==> src/rtl/activity_4_serial_subtractor_pkg.sv <==
// Shared definitions for the bit-serial subtractor: FSM state encodings and default width.
package activity_4_serial_subtractor_pkg;

    localparam int unsigned DEFAULT_WIDTH = 8;

    typedef enum logic [1:0] {
        StIdle  = 2'd0,
        StShift = 2'd1,
        StDone  = 2'd2
    } state_e;

endpackage

==> src/rtl/activity_4_serial_subtractor_if.sv <==
// Start/done handshake bundle between a controller (master) and the serial subtractor (slave).
interface activity_4_serial_subtractor_if
    import activity_4_serial_subtractor_pkg::*;
#(
    parameter int unsigned WIDTH = DEFAULT_WIDTH
);

    logic             start;
    logic [WIDTH-1:0] a;
    logic [WIDTH-1:0] b;
    logic             busy;
    logic             done;
    logic [WIDTH-1:0] diff;
    logic             bout;

    modport master (
        output start, a, b,
        input  busy, done, diff, bout
    );

    modport slave (
        input  start, a, b,
        output busy, done, diff, bout
    );

endinterface

==> src/rtl/activity_4_full_subtractor.sv <==
// One-bit combinational full subtractor: d = a - b - bin, with borrow out.
module activity_4_full_subtractor (
    input  logic i_a,
    input  logic i_b,
    input  logic i_bin,
    output logic o_bout,
    output logic o_d
);

    always_comb begin
        o_d    = i_a ^ i_b ^ i_bin;
        o_bout = (~i_a & i_b) | (~(i_a ^ i_b) & i_bin);
    end

endmodule

==> src/rtl/activity_4_serial_subtractor.sv <==
// Bit-serial a - b, LSB first, one bit per clock through a single full-subtractor cell.
module activity_4_serial_subtractor
    import activity_4_serial_subtractor_pkg::*;
#(
    parameter int unsigned WIDTH = DEFAULT_WIDTH
) (
    input  logic                          i_clk,
    input  logic                          i_rst_n,
    activity_4_serial_subtractor_if.slave bus
);

    localparam int unsigned CntW = $clog2(WIDTH + 1);

    state_e           r_state;
    state_e           w_state_d;
    logic [WIDTH-1:0] r_a_sh;
    logic [WIDTH-1:0] r_b_sh;
    logic [WIDTH-1:0] r_res;
    logic             r_br;
    logic [CntW-1:0]  r_cnt;
    logic [WIDTH-1:0] r_diff;
    logic             r_bout;

    logic             w_d;
    logic             w_br_n;
    logic             w_last;
    logic [WIDTH-1:0] w_res_nxt;

    activity_4_full_subtractor u_fs (
        .i_a    (r_a_sh[0]),
        .i_b    (r_b_sh[0]),
        .i_bin  (r_br),
        .o_bout (w_br_n),
        .o_d    (w_d)
    );

    always_comb begin
        w_last    = (r_cnt == CntW'(WIDTH - 1));
        // New bit enters at the MSB so the first (LSB) bit ends up in bit 0.
        w_res_nxt = {w_d, r_res[WIDTH-1:1]};
    end

    always_comb begin
        w_state_d = r_state;
        unique case (r_state)
            StIdle:  if (bus.start) w_state_d = StShift;
            StShift: if (w_last) w_state_d = StDone;
            StDone:  w_state_d = StIdle;
            default: w_state_d = StIdle;
        endcase
    end

    always_ff @(posedge i_clk or negedge i_rst_n) begin
        if (!i_rst_n) begin
            r_state <= StIdle;
        end else begin
            r_state <= w_state_d;
        end
    end

    always_ff @(posedge i_clk or negedge i_rst_n) begin
        if (!i_rst_n) begin
            r_a_sh <= '0;
            r_b_sh <= '0;
            r_res  <= '0;
            r_br   <= 1'b0;
            r_cnt  <= '0;
            r_diff <= '0;
            r_bout <= 1'b0;
        end else begin
            unique case (r_state)
                StIdle: begin
                    if (bus.start) begin
                        r_a_sh <= bus.a;
                        r_b_sh <= bus.b;
                        r_res  <= '0;
                        r_br   <= 1'b0;
                        r_cnt  <= '0;
                    end
                end
                StShift: begin
                    r_a_sh <= r_a_sh >> 1;
                    r_b_sh <= r_b_sh >> 1;
                    r_res  <= w_res_nxt;
                    r_br   <= w_br_n;
                    r_cnt  <= r_cnt + CntW'(1);
                    if (w_last) begin
                        r_diff <= w_res_nxt;
                        r_bout <= w_br_n;
                    end
                end
                StDone: begin
                    r_cnt <= '0;
                end
                default: begin
                    r_cnt <= '0;
                end
            endcase
        end
    end

    always_comb begin
        bus.busy = (r_state == StShift);
        bus.done = (r_state == StDone);
        bus.diff = r_diff;
        bus.bout = r_bout;
    end

endmodule

==> src/flat_wrapper.sv <==
// flat-port wrapper written by rule: the top's interface ports become plain ports
module activity_4_serial_subtractor_flat import activity_4_serial_subtractor_pkg::*;
#(
    parameter int unsigned WIDTH = DEFAULT_WIDTH
)
  (i_clk, i_rst_n, bus_start, bus_a, bus_b, bus_busy, bus_done, bus_diff, bus_bout);
  activity_4_serial_subtractor_if #(.WIDTH(WIDTH)) bus_i ();
  input  logic i_clk;
  input  logic i_rst_n;
  input wire logic [$bits(bus_i.start)-1:0] bus_start;
  input wire logic [$bits(bus_i.a)-1:0] bus_a;
  input wire logic [$bits(bus_i.b)-1:0] bus_b;
  output wire logic [$bits(bus_i.busy)-1:0] bus_busy;
  output wire logic [$bits(bus_i.done)-1:0] bus_done;
  output wire logic [$bits(bus_i.diff)-1:0] bus_diff;
  output wire logic [$bits(bus_i.bout)-1:0] bus_bout;
  assign bus_i.start = bus_start;
  assign bus_i.a = bus_a;
  assign bus_i.b = bus_b;
  assign bus_busy = bus_i.busy;
  assign bus_done = bus_i.done;
  assign bus_diff = bus_i.diff;
  assign bus_bout = bus_i.bout;
  activity_4_serial_subtractor #(.WIDTH(WIDTH)) u_core (.i_clk(i_clk), .i_rst_n(i_rst_n), .bus(bus_i));
endmodule
==> config.mk <==
export PLATFORM = sky130hd
export DESIGN_NAME = activity_4_serial_subtractor_flat
export DESIGN_NICKNAME = d
export VERILOG_FILES = /design/src/rtl/activity_4_serial_subtractor_pkg.sv /design/src/rtl/activity_4_serial_subtractor_if.sv /design/src/rtl/activity_4_full_subtractor.sv /design/src/rtl/activity_4_serial_subtractor.sv /design/src/flat_wrapper.sv
export SDC_FILE = /design/constraint.sdc
export NUM_CORES = 1
export LEC_CHECK = 0
export BUFFER_PORTS_ARGS = -buffer_cell sky130_fd_sc_hd__clkbuf_2
export CAP_MARGIN = 25
export CORE_MARGIN = 1.5
export CORE_UTILIZATION = 45
export DETAILED_ROUTE_END_ITERATION = 8
export PLACE_DENSITY = 0.67
export SLEW_MARGIN = 20
export SYNTH_ARGS = -nofsm -noshare
export SYNTH_HDL_FRONTEND = slang
export SYNTH_SLANG_ARGS = --single-unit
==> constraint.sdc <==
create_clock -name i_clk -period 1.8 [get_ports i_clk]
set_clock_uncertainty 0.1 [all_clocks]
set_input_delay 0.09 -clock i_clk [delete_from_list [all_inputs] [get_ports i_clk]]
set_output_delay 0.09 -clock i_clk [all_outputs]
set_load 0.01 [all_outputs]
Yosys cells after proc, flatten, opt, wreduce, memory -nomap -nowiden
Index checks and enable logic that the tools add are counted.
- flip-flop bits (word level): 40
- input bits: 19
- bitwise gates (word level): 7
- add/sub/neg operators: 1
- mux-type cells: 13
- reduce and logical (&&, ||, !) cells: 5
- equal/unequal tests: 5
- operators with widths (kind ; number):
    8-bit one-hot mux with 2 select lines ; 3
    8-bit 2-to-1 mux ; 3
    4-bit one-hot mux with 2 select lines ; 1
    2-bit AND reduction ; 3
    4-bit by 1-bit adder with 4-bit output (second input constant) ; 1
    4-bit by 3-bit == test with 1-bit output (second input constant) ; 1
    2-bit 2-to-1 mux ; 2
    4-bit 2-to-1 mux ; 1
    2-bit one-hot mux with 2 select lines ; 1
    1-bit AND ; 2
    2-bit by 1-bit == test with 1-bit output (second input constant) ; 1
    2-bit == test (second input constant) ; 1
    2-bit zero test ; 1
    2-bit by 1-bit != test with 1-bit output (second input constant) ; 1
    2-bit != test (second input constant) ; 1
    1-bit NOT ; 2
    1-bit one-hot mux with 2 select lines ; 1
    2-bit nonzero test ; 1
    1-bit bitwise XOR ; 2
    1-bit 2-to-1 mux ; 1
    1-bit OR ; 1

Depth between registers and ports, before layout
- depth after elaboration: 5
- depth in mapped cells: 5

Modules after synthesis
Synthesis repeated with hierarchy kept, for this count alone.
- cells, all modules: 125
- area total of the unflattened synthesis: 1682.9 µm²
- by module, submodules not included (module ; area each (µm²) ; seq. area each (µm²) ; instances ; cells each):
    activity_4_serial_subtractor ; 1651.6 ; 975.9 ; 1 ; 121
    activity_4_full_subtractor ; 31.3 ; 0.0 ; 1 ; 4

Worst setup path before layout
Ideal clock, no wire load.
- path kind: reg2reg
- start: register u_core.r_cnt[0]
- end: register u_core.r_diff[0], in the netlist u_core.bus.diff[0]
- stages on the path, launching flop included: 5
- data required time: 1575 ps
- period minus slack after synthesis: 1534 ps
- setup slack: 266 ps
- data arrival time: 1310 ps
- buffers on the path: 0
- cells stage by stage: dfrtp_1 ha_1 nand2_1 nor3_4 mux2_2
- longest elaborated chain between the ends: 2
- RTL lines (item ; line ; source):
    start: declaration ; activity_4_serial_subtractor.sv:20 ; logic [CntW-1:0] r_cnt;
    start signal: assignment ; activity_4_serial_subtractor.sv:86 ; r_cnt <= r_cnt + CntW'(1);
    4-bit by 3-bit == test with 1-bit output ; activity_4_serial_subtractor.sv:38 ; w_last = (r_cnt == CntW'(WIDTH - 1));
    2-bit AND reduction (no source line) ; - ;
    end signal: assignment ; activity_4_serial_subtractor.sv:88 ; r_diff <= w_res_nxt;
    end: declaration ; activity_4_serial_subtractor.sv:21 ; logic [WIDTH-1:0] r_diff;
Every way passes these cells.
A chain may end at the register's enable or synchronous reset.

Final worst setup path
- start: register u_core.r_cnt[0]
- end: register u_core.r_diff[1], in the netlist u_core.bus.diff[1]
Same word-level chain as after synthesis.

==> implementation parameters <==
Parameter                              Value

STA
  Clock period minus final worst setup slack    1.60 ns
  Worst-margin pin slew    0.464 ns
  Final setup TNS    0 ns
  Final setup margin    0.196 ns
  Relative slew slack    0.691
  Final Hold Slack    -0.00452 ns
  Finish-stage setup viols    0
  Fraction of the cycle the final worst path needs    0.891
  RSZ-0062 raised after global routing    false
  Max frequency    624 MHz
  Slew Viols, Final    0
  Count of final hold-check violations    1

Drt
  Vias per std cell    5.46
  Wire length reported by the detailed router    3420 µm
  Count of nets left with antenna violations after detail routing    0
  DRC Markers    0
  Vias    1322
  First-pass iteration count of the detailed router    4
  Average wire length per cell after detail routing    14.1 µm
  Iteration-0 DRC count of the detailed router    41

Clocking
  Number of buffers created by CTS    5
  TritonCTS sink count    39
  Clk Latency, worst-skew pair    0.29 ns
  Clock H-tree levels    2
  Root buffer cell    sky130_fd_sc_hd__clkbuf_8
  TritonCTS clock tree    built
  Maximum buffer depth of the clock tree    2
  Post-CTS clock slew at the launch and capture registers of the worst setup and hold paths    0.08 ns

Floorplan
  Starting density of the core    0.467
  Die width    64.6 µm
  Height of the die    64.6 µm
  I/O pins    30
  Core Rows    22
  Core Box Area    3660 µm²
  Die Footprint    4170 µm²

GRT
  Total routing usage reported by global routing    0.190
  Number of antenna violations at the first check in global routing    0
  Largest net degree at the start of global routing    30
  Wire length of the first global-routing pass    6060 µm
  Total congestion overflow after global routing    0
  Via count of the first global-routing pass    1296

Final layout
  Count of inserted antenna diode cells    0
  Fraction of layout cells with a size suffix above 1    0.289
  Layout area overhead    27.0%
  Final net count    214

Logic synthesis
  Area of the mapped netlist    1710 µm²
  Synth Area per Inst    11.5 µm²
  Part of the Yosys area used for sequential elements    0.571
  Number of distinct library cell variants in the gate-level netlist after synthesis    24
  Share of the synthesized area in the top cell type    0.571
  Number of storage elements in the synthesis netlist    39
  Yosys top cell by area    sky130_fd_sc_hd__dfrtp_1
  Syn nets    169
  Main area contributors after synthesis    sky130_fd_sc_hd__dfrtp_1 (57%), sky130_fd_sc_hd__a22oi_1 (12%), sky130_fd_sc_hd__mux2_2 (5.3%)
  Gate count of the mapped netlist    148
  Yosys warnings    0

Pwr
  Maximum ir drop on the vdd rail    535 µV
  Pwr/cell area    1540 nW/µm²
  Leakage power total    1.02 nW

Place
  Global placement routability congestion    0.679
  HPWL reported at the end of detailed placement    2340 µm
  Dpl ws    0.0698 ns
  Number of port buffers    29

Worst setup path
  Critical path arrival    1.68 ns
  Worst setup path category    flip-flop to flip-flop
  CP endpoint kind    flip-flop
  Critical path's slowest cell    sky130_fd_sc_hd__dfrtp_1
  List of cells traversed by the critical path    ha_1 > nand2_1 > nor3_4 > buf_12 > mux2_2
  Kind of start point of the critical path    flip-flop
  CP max stage delay    0.38 ns
  Req. time, crit path    1.88 ns
  Largest fanout on the critical path    10

Job
  Reported max-cap violation count    0

Min path
  Min-delay worst type    input port to flip-flop

Outcome
  Run status    finished with violations
  Violated checks    hold timing
[state kept, by name (all words and copies together), names as in the netlist]
register         flops
u_core.r_a_sh        8
u_core.bus.bout      1
u_core.r_br          1
u_core.r_b_sh        8
u_core.bus.diff      8
u_core.r_state       2
u_core.r_res         7
u_core.r_cnt         4
[logic make-up (layout without fill, tap and decap cells)]
group | after synthesis | in the layout | synth area share
buffers and inverters | 16 | 62 | 0.0374
adder cells (fa/ha/maj) | 2 | 2 | 0.0190
AND/OR/NAND/NOR | 21 | 21 | 0.0733
flip-flops | 39 | 39 | 0.571
XOR/XNOR | 1 | 1 | 0.00513
AO/OA/AOI/OAI | 60 | 60 | 0.235
multiplexers | 9 | 9 | 0.0586
[layer usage]
metal / track usage / wire length, µm / up-vias
li1: - / - / 632
met1: 0.236 / 1500 / 655
met2: 0.318 / 1730 / 31
met3: 0.0573 / 150 / 4
met4: 0.0638 / 42 / 0
met5: 0 / 0 / -
[critical path: cells and delay by family, from the launching register on]
family	cells	cell delay, ns
flops	1	0.38
mux	1	0.34
simple gates	2	0.32
fa+ha+maj	1	0.19
buf+inv	1	0.15
[final timing paths]
| kind | from | endpoint | slack (ns) | cells past startpoint |
|---|---|---|---|---|
| worst max-delay path | u_core.r_cnt[0]$_DFFE_PN0P_ | u_core.bus.diff[1]$_DFFE_PN0P_ | 0.20 | 5 |
| worst min-delay path | bus_b[7] | u_core.r_b_sh[7]$_DFFE_PN0P_ | -0.005 | 3 |
| worst max register to register | u_core.r_cnt[0]$_DFFE_PN0P_ | u_core.bus.diff[1]$_DFFE_PN0P_ | 0.20 | 5 |
| worst min register to register | u_core.r_a_sh[2]$_DFFE_PN0P_ | u_core.r_a_sh[2]$_DFFE_PN0P_ | 0.39 | 2 |
| max in group asynchronous | i_rst_n | u_core.r_b_sh[6]$_DFFE_PN0P_ | 0.81 | 3 |
| min in group asynchronous | i_rst_n | u_core.r_res[5]$_DFFE_PN0P_ | 0.14 | 2 |
[report_power, final]
group | internal (mW) | total [mW] | switching [mW]
Clock | 0.448 | 0.755 | 0.306
Combinational | 0.560 | 1.09 | 0.534
Sequential | 1.23 | 1.50 | 0.264
Total | 2.24 | 3.35 | 1.10
[Yosys cell counts]
| cell | count |
|---|---|
| sky130_fd_sc_hd__o21bai_1 | 1 |
| sky130_fd_sc_hd__nor2b_1 | 2 |
| sky130_fd_sc_hd__a22o_1 | 7 |
| sky130_fd_sc_hd__o21ai_0 | 17 |
| sky130_fd_sc_hd__a22oi_1 | 27 |
| sky130_fd_sc_hd__nor3_4 | 1 |
| sky130_fd_sc_hd__fa_1 | 1 |
| sky130_fd_sc_hd__a21oi_1 | 6 |
| sky130_fd_sc_hd__and3b_1 | 2 |
| sky130_fd_sc_hd__mux2i_1 | 1 |
| sky130_fd_sc_hd__xor2_1 | 1 |
| sky130_fd_sc_hd__inv_1 | 6 |
| sky130_fd_sc_hd__dfrtp_1 | 39 |
| sky130_fd_sc_hd__mux2_2 | 8 |
| sky130_fd_sc_hd__ha_1 | 1 |
| sky130_fd_sc_hd__buf_2 | 3 |
| sky130_fd_sc_hd__nand3_1 | 1 |
| sky130_fd_sc_hd__nor2_1 | 5 |
| sky130_fd_sc_hd__a211oi_1 | 1 |
| sky130_fd_sc_hd__clkbuf_1 | 7 |
| sky130_fd_sc_hd__nand2_1 | 7 |
| sky130_fd_sc_hd__nor3b_1 | 2 |
| sky130_fd_sc_hd__nand2b_4 | 1 |
| sky130_fd_sc_hd__o21a_1 | 1 |
[stage by stage]
stage	utilization	std cells	total power, mW	cell area (µm²)
finish	0.593	242	3.35	2170
global route	0.593	242	3.62	2170
CTS	0.585	240	3.36	2140
floorplan	-	148	2.21	1710
global placement	0.526	222	2.52	1920
detailed placement	0.526	222	2.58	1920
[placed cells by master, fill, tap and decap left out]
cell type,count
sky130_fd_sc_hd__mux2i_1,1
sky130_fd_sc_hd__dlygate4sd3_1,10
sky130_fd_sc_hd__nor3b_1,2
sky130_fd_sc_hd__dfrtp_1,39
sky130_fd_sc_hd__clkbuf_2,29
sky130_fd_sc_hd__nor2_1,5
sky130_fd_sc_hd__a22o_1,7
sky130_fd_sc_hd__bufinv_16,1
sky130_fd_sc_hd__xor2_1,1
sky130_fd_sc_hd__a21oi_1,6
sky130_fd_sc_hd__nand3_1,1
sky130_fd_sc_hd__o21a_1,1
sky130_fd_sc_hd__inv_1,6
sky130_fd_sc_hd__fa_1,1
sky130_fd_sc_hd__buf_4,8
sky130_fd_sc_hd__mux2_2,8
sky130_fd_sc_hd__o21ai_0,17
sky130_fd_sc_hd__ha_1,1
sky130_fd_sc_hd__clkbuf_8,6
sky130_fd_sc_hd__buf_12,1
sky130_fd_sc_hd__a211oi_1,1
sky130_fd_sc_hd__nand2b_4,1
sky130_fd_sc_hd__nor2b_1,2
sky130_fd_sc_hd__nor3_4,1
sky130_fd_sc_hd__clkinv_2,1
sky130_fd_sc_hd__a22oi_1,27
sky130_fd_sc_hd__nand2_1,7
sky130_fd_sc_hd__and3b_1,2
sky130_fd_sc_hd__o21bai_1,1
[area by class of cell]
class                   instances  area, µm²
clock buffers                   6       82.6
clock inverters                 2       35.0
fillers                       338       1490
inverters                       6       22.5
multi-input cells              93        668
flip-flops and latches         39        976
well taps                      48       60.1
repair buffers                 48        325
[repair_timing]
| item | in CTS | in global routing |
|---|---|---|
| endpoints found under the hold margin | 24 | 0 |
| hold buffers | 10 | 0 |
| endpoints found under the setup margin | 0 | 4 |
| buffers inserted | 0 | 2 |
| resized for setup | 0 | 0 |
Note: power is estimated with default switching activity, not from simulation.
